### config.mk
export PLATFORM = sky130hd
export DESIGN_NAME = nes_poll_engine
export DESIGN_NICKNAME = d
export VERILOG_FILES = /design/src/rtl/nes_poll_engine.sv
export SDC_FILE = /design/constraint.sdc
export NUM_CORES = 1
export LEC_CHECK = 0
export BUFFER_PORTS_ARGS = -buffer_cell sky130_fd_sc_hd__clkbuf_2
export CAP_MARGIN = 30
export CORE_MARGIN = 2
export CORE_UTILIZATION = 45
export DETAILED_ROUTE_END_ITERATION = 12
export HOLD_SLACK_MARGIN = 0.06
export PLACE_DENSITY = 0.68
export SYNTH_ARGS = -nofsm -noshare
export SYNTH_HDL_FRONTEND = slang
export SYNTH_SLANG_ARGS = --single-unit
### constraint.sdc
create_clock -name clk -period 4.6 [get_ports clk]
set_input_delay 0.23 -clock clk [delete_from_list [all_inputs] [get_ports clk]]
set_output_delay 0.23 -clock clk [all_outputs]
set_load 0.01 [all_outputs]
### src/rtl/nes_poll_engine.sv
// Polls NES/SNES pads: latch pulse, NUM_BITS shift clocks, inverted serial capture, one valid pulse per poll.
// Poll length 2*DIV*(1+NUM_BITS)+1 cycles; no backpressure, and a trigger that arrives while busy is dropped.
module nes_poll_engine #(
  parameter int NUM_PADS    = 2,
  parameter int NUM_BITS    = 8,
  parameter int DIV         = 6,
  parameter int POLL_PERIOD = 10000
) (
  input  logic                         clk,
  input  logic                         reset,
  input  logic                         enable,
  input  logic                         trigger,
  input  logic [NUM_PADS-1:0]          nesData,
  output logic                         nesLatch,
  output logic                         nesClk,
  output logic [NUM_PADS*NUM_BITS-1:0] buttons,
  output logic                         valid,
  output logic                         busy
);

  localparam int TW = (2*DIV > 2) ? $clog2(2*DIV) : 1;
  localparam int IW = (NUM_BITS > 2) ? $clog2(NUM_BITS) : 1;
  localparam int PW = (POLL_PERIOD > 2) ? $clog2(POLL_PERIOD) : 1;

  localparam logic [TW-1:0] LATCH_LAST = TW'(2*DIV-1);
  localparam logic [TW-1:0] PHASE_LAST = TW'(DIV-1);
  localparam logic [IW-1:0] IDX_LAST   = IW'(NUM_BITS-1);
  localparam logic [PW-1:0] PER_LAST   = PW'(POLL_PERIOD-1);

  typedef enum logic [2:0] {
    S_IDLE,
    S_LATCH,
    S_LOW,
    S_HIGH,
    S_DONE
  } state_t;

  state_t                             state_q, state_d;
  logic [TW-1:0]                      tick_q, tick_d;
  logic [IW-1:0]                      idx_q, idx_d;
  logic [PW-1:0]                      period_q, period_d;
  logic [NUM_PADS-1:0]                sync1_q, sync2_q;
  logic [NUM_PADS-1:0][NUM_BITS-1:0]  shift_q, shift_d;
  logic [NUM_PADS-1:0][NUM_BITS-1:0]  buttons_q;
  logic                               nes_latch_q, nes_clk_q, valid_q, busy_q;

  always_comb begin
    state_d  = state_q;
    tick_d   = tick_q;
    idx_d    = idx_q;
    shift_d  = shift_q;
    period_d = (period_q == PER_LAST) ? period_q : period_q + 1'b1;

    case (state_q)
      S_IDLE: begin
        if (trigger || (enable && (period_q == PER_LAST))) begin
          state_d  = S_LATCH;
          tick_d   = '0;
          period_d = '0;
        end
      end
      S_LATCH: begin
        if (tick_q == LATCH_LAST) begin
          state_d = S_LOW;
          tick_d  = '0;
          idx_d   = '0;
        end else begin
          tick_d = tick_q + 1'b1;
        end
      end
      S_LOW: begin
        if (tick_q == PHASE_LAST) begin
          state_d = S_HIGH;
          tick_d  = '0;
          // Pads drive active-low; store 1 = pressed.
          for (int p = 0; p < NUM_PADS; p++) begin
            shift_d[p][idx_q] = ~sync2_q[p];
          end
        end else begin
          tick_d = tick_q + 1'b1;
        end
      end
      S_HIGH: begin
        if (tick_q == PHASE_LAST) begin
          tick_d = '0;
          if (idx_q == IDX_LAST) begin
            state_d = S_DONE;
          end else begin
            state_d = S_LOW;
            idx_d   = idx_q + 1'b1;
          end
        end else begin
          tick_d = tick_q + 1'b1;
        end
      end
      S_DONE: begin
        state_d = S_IDLE;
      end
      default: begin
        state_d = S_IDLE;
      end
    endcase
  end

  // Output flops are loaded from the next state so every pin comes straight off a register.
  always_ff @(posedge clk) begin
    if (reset) begin
      state_q     <= S_IDLE;
      tick_q      <= '0;
      idx_q       <= '0;
      period_q    <= PER_LAST;
      sync1_q     <= '0;
      sync2_q     <= '0;
      shift_q     <= '0;
      buttons_q   <= '0;
      nes_latch_q <= 1'b0;
      nes_clk_q   <= 1'b1;
      valid_q     <= 1'b0;
      busy_q      <= 1'b0;
    end else begin
      state_q     <= state_d;
      tick_q      <= tick_d;
      idx_q       <= idx_d;
      period_q    <= period_d;
      sync1_q     <= nesData;
      sync2_q     <= sync1_q;
      shift_q     <= shift_d;
      nes_latch_q <= (state_d == S_LATCH);
      nes_clk_q   <= (state_d != S_LOW);
      valid_q     <= (state_d == S_DONE);
      busy_q      <= (state_d != S_IDLE);
      if (state_d == S_DONE) begin
        buttons_q <= shift_q;
      end
    end
  end

  assign nesLatch = nes_latch_q;
  assign nesClk   = nes_clk_q;
  assign buttons  = buttons_q;
  assign valid    = valid_q;
  assign busy     = busy_q;

endmodule

==> flow_metrics.tcl <==
set metrics [dict create \
    port_buffers 25 \
    grt-ovfl-total 0 \
    synth_edf_count 0 \
    clk_path_buf_depth 2 \
    ys_warn_count 0 \
    async_flop_share_pct 0 \
    drt_iter0_markers 82 \
    path_clk_slew_ns 0.06 \
    finalNetCount 312 \
    vias 2018 \
    worstPathMaxFanout 16 \
    numCtsBuffers 9 \
    dp_hpwl_mm 3.32 \
    instances_no_fill 380 \
    grt_max_degree 51 \
    drt_pre_antenna_iters 4 \
    grt_pass1_vias 1883 \
    synth_top_area_share_pct 47.7 \
    post_cts_buffers 0 \
    synth_common_cells "dfxtp_1 (64), nor2_1 (39), mux2i_1 (20)" \
    insertion_delay_ns 0.33 \
    worstMarginPinSlew_ns 1.02 \
    yosys-top-cells-area "dfxtp_1 (48%), mux2i_1 (7.5%), nor2_1 (5.5%)" \
    min_period_over_period_pct 49.2 \
    dieArea_um2 6600 \
    num-fill-cells 553 \
    core.rowCount 28 \
    core_um2 5850 \
    yosysUniqueCellTypes 46 \
    grtUsageTotal_pct 16.8 \
    cts_resized 0 \
    vias_per_cell 5.31 \
    drc_errors 0 \
    cp-end-kind "flip-flop" \
    die_h_um 81.2 \
    hold_violations 0 \
    place_congestion 0.783 \
    slew_viol_final 0 \
    synth_area_um2 2680 \
    leakage_uw 0.00116 \
    relSlewSlack_pct 32.0 \
    avgSynthCellArea_um2 9.65 \
    start_util_pct 45.9 \
    syn_to_final_growth_pct 12.4 \
    synthCells 278 \
    antenna_found_initial 0 \
    hold_class "input port to flip-flop" \
    hold_buffers 0 \
    diodes 0 \
    ant_nets 0 \
    wl_per_cell_um 12.9 \
    yosysTopAreaCell "dfxtp_1" \
    h-tree-depth 3 \
    critical_path_class "flip-flop to flip-flop" \
    period_needed_ns 2.27 \
    synth_most_common_cell "dfxtp_1" \
    max_freq_mhz 441 \
    clock_skew_ns 0.00636 \
    arrival_ns 2.44 \
    rsz0062_at_grt "false" \
    drive_gt1_share_pct 17.0 \
    worstSetupStartpointType "flip-flop" \
    synth-seq-area-share_pct 47.7 \
    root_buffer "clkbuf_8" \
    setup_violations 0 \
    ir_drop_uv 271 \
    setup_tns_ns 0 \
    synth_ff_type "dfxtp_1" \
    wirelength_mm 4.90 \
    crit_required_ns 4.78 \
    dp_cells 365 \
    cts_tree "done" \
    cap_violations 0 \
    power_density_nw_per_um2 361 \
    die_width_um 81.2 \
    num_io_pins 26 \
    run_status "finished clean" \
    synth_seq_cells 64 \
    clock-sinks 64 \
    grt_pass1_wl_mm 8.45 \
    synth_nets 289 \
]
==> kinds of logic (layout without fill, tap and decap cells) <==
group	count (synthesis)	count (layout)	synth area share [%]
AND/OR/NAND/NOR	118	118	25.0
buffers and inverters	18	45	3.08
multiplexers	20	20	7.46
XOR/XNOR	11	11	3.59
adder cells (fa/ha/maj)	5	5	2.33
AO/OA/AOI/OAI	42	42	10.8
flip-flops	64	64	47.7
==> power by group <==
part           internal [uW]  switching [uW]
Sequential               571            20.7
Combinational           34.1            46.1
Clock                    220             196
==> critical path, cell delays in order (launching register included) <==
cell	delay [ns]
dfxtp_1	0.40
ha_1	0.24
nand4b_4	0.27
nor3_4	0.86
mux2i_1	0.26
nor2_1	0.06
==> cells in the final DEF, fill, tap and decap left out, types with 5 or more instances in the layout <==
cell,count
a211oi_1,15
clkbuf_2,25
clkbuf_8,11
dfxtp_1,64
ha_1,5
mux2i_1,20
nand2_1,15
nand4_1,6
nor2_1,39
nor3_1,14
nor3_2,5
nor4_1,5
o21ai_0,11
xnor2_1,8
==> layer usage <==
layer | share of wire [%] | vias up | global-route usage [%]
met1 | 48 | 938 | 19.9
li1 | - | 1050 | -
met2 | 47 | 26 | 27.3
met4 | 0.86 | 0 | 5.93
met5 | 0 | - | 0
met3 | 3.8 | 4 | 7.00
==> registers in the layout, summed over array words and instances, names as in the netlist <==
name      cells
busy          1
buttons      16
idx_q         3
nesClk        1
nesLatch      1
period_q     14
shift_q      16
state_q       3
sync1_q       2
sync2_q       2
tick_q        4
valid         1
==> stage by stage <==
step	power, uW	hold WS [ns]	cell area [um^2]	setup slack (ns)	util, %
final	1090	0.105	3020	2.33	51.5
after global routing	1140	0.0980	3020	2.13	51.5
after CTS	1110	0.0880	3020	2.30	51.5
after detailed placement	684	0.429	2840	2.31	48.6
after global placement	683	0.417	2840	2.38	48.6
after floorplan	664	0.358	2680	2.89	-
==> final cells by class <==
class	count	area [um^2]	share of cell area (%)
timing repair buffer	26	133	4.40
clock buffer	12	155	5.15
tap	75	93.8	3.11
inverter	4	15.0	0.498
clock inverter	3	17.5	0.581
multi-input combinational	196	1320	43.8
sequential	64	1280	42.5
==> worst paths after layout <==
path	start	to	slack [ns]	cells after the start
worst max-delay path	tick_q[0]	buttons[11]	2.33	5
worst max register to register	tick_q[0]	buttons[11]	2.33	5
worst min register to register	sync1_q[1]	sync2_q[1]	0.44	1
worst min-delay path	nesData[0]	sync1_q[0]	0.11	2
(Power assumes the default switching activity.)
